File: src/rtl/pipe_ctrl_pkg.sv
// Shared encodings for the pipeline controller: stall vectors, FSM states, common words.
package pipe_ctrl_pkg;

  localparam logic STOP       = 1'b1;
  localparam logic NO_STOP    = 1'b0;
  localparam logic RST_ENABLE = 1'b1;
  localparam logic [31:0] ZERO_WORD = 32'h0000_0000;

  localparam logic [5:0] STALL_NONE = 6'b000000;
  localparam logic [5:0] STALL_ID   = 6'b000111;
  localparam logic [5:0] STALL_EX   = 6'b001111;
  localparam logic [5:0] STALL_MEM  = 6'b011111;

  typedef enum logic {
    CTRL_RUN  = 1'b0,
    CTRL_HOLD = 1'b1
  } ctrl_state_t;

  // The deepest requesting stage freezes itself and everything upstream of it.
  function automatic logic [5:0] stall_merge(input logic req_id, input logic req_ex,
                                             input logic req_mem);
    if (req_mem)     return STALL_MEM;
    else if (req_ex) return STALL_EX;
    else if (req_id) return STALL_ID;
    else             return STALL_NONE;
  endfunction

endpackage

File: src/rtl/pipe_ctrl_sat_counter.sv
// Saturating up-counter with synchronous clear; clear beats increment.
module sat_counter #(
  parameter int unsigned W = 32
) (
  input  logic         clk,
  input  logic         rst,
  input  logic         clr,
  input  logic         inc,
  output logic [W-1:0] count
);

  always_ff @(posedge clk) begin
    if (rst || clr) begin
      count <= '0;
    end else if (inc && (count != {W{1'b1}})) begin
      count <= count + W'(1);
    end
  end

endmodule

File: src/rtl/pipe_ctrl.sv
// Pipeline controller: merges stall requests, sequences exception flushes,
// and keeps a stall watchdog plus a saturating stall-cycle counter.
module pipe_ctrl
  import pipe_ctrl_pkg::*;
#(
  parameter int unsigned STALL_TIMEOUT = 1024,
  parameter int unsigned CNT_W         = 32
) (
  input  logic             clk,
  input  logic             rst,
  input  logic             stallreq_id,
  input  logic             stallreq_ex,
  input  logic             stallreq_mem,
  input  logic             excp_valid,
  input  logic [31:0]      excp_pc,
  input  logic             clr_stats,
  output logic [5:0]       stall,
  output logic             flush,
  output logic [31:0]      new_pc,
  output logic             stall_timeout,
  output logic [CNT_W-1:0] stall_cycles,
  output ctrl_state_t      dbg_state
);

  localparam int unsigned RUN_W = (STALL_TIMEOUT > 2) ? $clog2(STALL_TIMEOUT) : 1;
  localparam logic [RUN_W-1:0] RUN_MAX = RUN_W'(STALL_TIMEOUT - 1);

  ctrl_state_t      state, state_next;
  logic [RUN_W-1:0] run_cnt;
  logic             stall_active;

  always_ff @(posedge clk) begin
    if (rst == RST_ENABLE) state <= CTRL_RUN;
    else                   state <= state_next;
  end

  // Outputs are combinational so the stage registers see them at the same edge.
  always_comb begin
    stall      = stall_merge(stallreq_id, stallreq_ex, stallreq_mem);
    flush      = 1'b0;
    new_pc     = ZERO_WORD;
    state_next = CTRL_RUN;
    if (rst == RST_ENABLE) begin
      stall = STALL_NONE;
    end else begin
      case (state)
        CTRL_RUN: begin
          // A mem stall blocks the exception; mem keeps presenting it.
          if (excp_valid && !stallreq_mem) begin
            flush      = 1'b1;
            new_pc     = excp_pc;
            stall      = STALL_NONE;
            state_next = CTRL_HOLD;
          end
        end
        CTRL_HOLD: state_next = CTRL_RUN;
        default:   state_next = CTRL_RUN;
      endcase
    end
  end

  assign stall_active = (stall != STALL_NONE);
  assign dbg_state    = state;

  // run_cnt parks at RUN_MAX so a long stall cannot wrap it.
  always_ff @(posedge clk) begin
    if (rst == RST_ENABLE) begin
      run_cnt       <= '0;
      stall_timeout <= 1'b0;
    end else begin
      if (!stall_active || flush)  run_cnt <= '0;
      else if (run_cnt != RUN_MAX) run_cnt <= run_cnt + RUN_W'(1);

      if (clr_stats)                              stall_timeout <= 1'b0;
      else if (stall_active && run_cnt == RUN_MAX) stall_timeout <= 1'b1;
    end
  end

  sat_counter #(.W(CNT_W)) u_stall_cnt (
    .clk   (clk),
    .rst   (rst),
    .clr   (clr_stats),
    .inc   (stall_active),
    .count (stall_cycles)
  );

endmodule

File: config.mk
export PLATFORM = sky130hd
export DESIGN_NAME = pipe_ctrl
export DESIGN_NICKNAME = d
export VERILOG_FILES = /design/src/rtl/pipe_ctrl_pkg.sv /design/src/rtl/pipe_ctrl_sat_counter.sv /design/src/rtl/pipe_ctrl.sv
export SDC_FILE = /design/constraint.sdc
export NUM_CORES = 1
export LEC_CHECK = 0
export CAP_MARGIN = 20
export CELL_PAD_IN_SITES_DETAIL_PLACEMENT = 0
export CELL_PAD_IN_SITES_GLOBAL_PLACEMENT = 1
export CORE_UTILIZATION = 27
export CTS_BUF_LIST = sky130_fd_sc_hd__clkbuf_8
export CTS_CLUSTER_DIAMETER = 40
export CTS_CLUSTER_SIZE = 30
export DETAILED_ROUTE_END_ITERATION = 12
export GPL_TIMING_DRIVEN = 1
export PLACE_DENSITY_LB_ADDON = 0.1
export SYNTH_ARGS = -nofsm -noshare
export SYNTH_HDL_FRONTEND = slang
export SYNTH_SLANG_ARGS = --single-unit
File: constraint.sdc
create_clock -name clk -period 1.8 [get_ports clk]
set_input_delay 0.18 -clock clk [delete_from_list [all_inputs] [get_ports clk]]
set_output_delay 0.18 -clock clk [all_outputs]
set_load 0.02 [all_outputs]
==> results_dict.tcl <==
set metrics [dict create \
    status "finished, violations left" \
    violations "negative setup slack" \
    insertion_delay_ns 0.30 \
    synthXorXnorAreaFrac_pct 2.09 \
    fin_area_um2 4540 \
    ios 112 \
    drv_slew 0 \
    leakage_nw 1.94 \
    vdd_ir_drop_max_v 0.000410 \
    drive_gt1_share_pct 38.0 \
    layout_common_cells "81 x buf_4, 70 x clkdlybuf4s50_1, 37 x and2_1" \
    synth_area_per_cell_um2 8.07 \
    track_usage_pct 17.3 \
    clockPowerShare_pct 37.6 \
    wl_um 8340 \
    cts_max_level 2 \
    final_common_cell "buf_4" \
    maxCapViolations 0 \
    nFillCells 863 \
    synth-compound-area-share_pct 17.3 \
    setup_tns_ns -0.200 \
    fin_crit_sh_pct 103 \
    yosys.area_share.adder_pct 0.994 \
    synth_nets 353 \
    ant_nets 0 \
    arrival_ns 2.08 \
    synthSimpleGateAreaFrac_pct 38.1 \
    ys_types 45 \
    grt_pass1_wl_um 13600 \
    path_max_fanout 7 \
    worstPathRequired_ns 2.04 \
    yosysSeqAreaShare_pct 35.0 \
    finClkSkew_ns 0.00657 \
    hp-class "flip-flop to flip-flop" \
    synth_top_family_by_area "simple AND/OR/NAND/NOR gates" \
    fmax_mhz 541 \
    die_x_um 98.6 \
    p_sw_share_pct 24.8 \
    die_area_um2 9720 \
    path_clk_slew_ns 0.09 \
    combPwrFrac_pct 15.3 \
    initial_utilization_pct 28.3 \
    synthCells 312 \
    synth_ff_type "dfxtp_1" \
    wl_per_cell_um 13.8 \
    grt_pass1_vias 2879 \
    fin_crit_ns 1.85 \
    p_int_mw 1.55 \
    cts_sinks 44 \
    place.gp.congestion 0.763 \
    cts_buffers 5 \
    rsz0062_at_grt "true" \
    dp_hpwl_um 6450 \
    setup_viol 10 \
    drc 0 \
    die_h_um 98.6 \
    clockBufferDepth 2 \
    ctsHoldBuffers 0 \
    port_buffers 110 \
    pwr_density_cell_nw_per_um2 454 \
    overflow 0 \
    vias_per_cell 5.01 \
    grt_antenna_before_repair 0 \
    ctsRootBufferMaster "clkbuf_8" \
    synth.area.top_cells "dfxtp_1 35%, and2_1 9.7%, a21oi_1 4.6%, nand2_1 3.9%, nand4_1 3.7%" \
    worstSetupEndpointType "flip-flop" \
    synth-edff-count 0 \
    cp-start-kind "flip-flop" \
    core_area_um2 8890 \
    hold_viol 0 \
    n_antenna_cell 0 \
    switchingPower_uw 512 \
    dr_total_vias 3034 \
    cts_tree "built" \
    path_class "flip-flop to flip-flop" \
    fin_ws_ns -0.0476 \
    initialDrtViolationCount 68 \
    synth_top_cell_by_area "dfxtp_1" \
    firstDrtPassIters 4 \
    synth_warnings 0 \
    async_flop_share_pct 0 \
    synth.top_cell.area_share_pct 35.0 \
    muxShareOfSynthArea_pct 2.38 \
    ys_seq_elements 44 \
    grt_max_degree 19 \
    syn_to_final_growth_pct 80.4 \
    placementRows 34 \
    post_dp_cell_area_um2 4390 \
    finish.net_count 538 \
    p_seq_share_pct 47.1 \
    syn-cell-area_um2 2520 \
]
cells by family (layout without fill, tap and decap cells):
kind of cell,Yosys count,after routing
AO/OA/AOI/OAI,64,64
XOR/XNOR,6,6
adder cells (fa/ha/maj),2,2
buffers and inverters,22,208
flip-flops,44,44
multiplexers,6,6
other,1,1
AND/OR/NAND/NOR,167,167
area by class of cell:
type | count | area (um2) | share of cell area, %
Inverter | 3 | 11.3 | 0.248
Sequential cell | 44 | 932 | 20.5
Clock buffer | 5 | 68.8 | 1.51
Timing Repair Buffer | 197 | 1690 | 37.1
Multi-Input combinational cell | 246 | 1670 | 36.7
Tap cell | 108 | 135 | 2.97
Clock inverter | 3 | 41.3 | 0.909
final timing paths:
path | startpoint | to | depth (start not counted) | slack (ns)
worst max-delay path | u_stall_cnt.count[7] | u_stall_cnt.count[17] | 5 | -0.05
worst min-delay path | stall_timeout | stall_timeout | 1 | 0.48
worst max register to register | u_stall_cnt.count[7] | u_stall_cnt.count[17] | 5 | -0.05
worst min register to register | stall_timeout | stall_timeout | 1 | 0.48
repair_timing:
action                                 4_1_cts  5_1_grt
buffers inserted                             6        2
pin swaps                                    9        1
setup endpoints to repair                   59       56
endpoints found under the hold margin        0        0
resized for setup                          133       48
gates cloned                                 1        0
power by group through the flow:
stage	combinational (mW)	clock [mW]	sequential, mW
global placement	0.321	0	0.995
CTS	0.322	0.793	0.972
finish	0.315	0.775	0.972
floorplan	0.116	0	0.997
global route	0.340	0.833	0.974
detailed placement	0.322	0	0.995
layer usage:
layer / track usage, % / wire length (um)
met1: 21.3 / 3630
met2: 29.7 / 4030
met3: 4.75 / 533
met4: 4.94 / 142
met5: 0 / 0
Yosys cell counts, types with 2 or more instances:
cell	instances
nand4_1	15
and3_1	9
nand2_1	26
dfxtp_1	44
mux2i_1	6
nor3_1	6
or4_1	10
ha_1	2
a31oi_1	6
a41o_1	5
inv_1	3
o41ai_1	3
a31o_2	5
a21oi_1	23
xnor2_1	2
or3_1	7
and2_1	39
nand2b_1	2
nor2_1	20
clkbuf_1	12
buf_2	3
nand3_1	11
and4_1	7
buf_4	4
nor2b_1	2
o31ai_1	9
or3_2	2
nor4_1	3
or2_2	2
o21ai_0	6
xor2_1	4
registers in the layout (all words and copies together), names as in the netlist:
register and count:
run_cnt 10, stall_timeout 1, dbg_state 1, u_stall_cnt.count 32
stage by stage:
step / cells / setup slack, ns / hold WS (ns) / utilization [%] / power, mW
2_1_floorplan: 312 / -0.173 / 0.249 / - / 1.11
4_1_cts: 604 / -0.0945 / 0.480 / 51.9 / 2.09
6_report: 606 / -0.0476 / 0.475 / 51.1 / 2.06
3_3_place_gp: 589 / -0.471 / 0.452 / 49.3 / 1.32
3_5_place_dp: 589 / -0.502 / 0.456 / 49.3 / 1.32
5_1_grt: 606 / -0.112 / 0.517 / 51.1 / 2.15
worst max-delay path, cell delays in order (launching register included):
cell and delay (ns):
dfxtp_4 0.36, and4_4 0.24, nand3_2 0.09, or4_4 0.48, or4_4 0.50, a21oi_2 0.13
No activity file was read; power rests on OpenSTA's default activity.
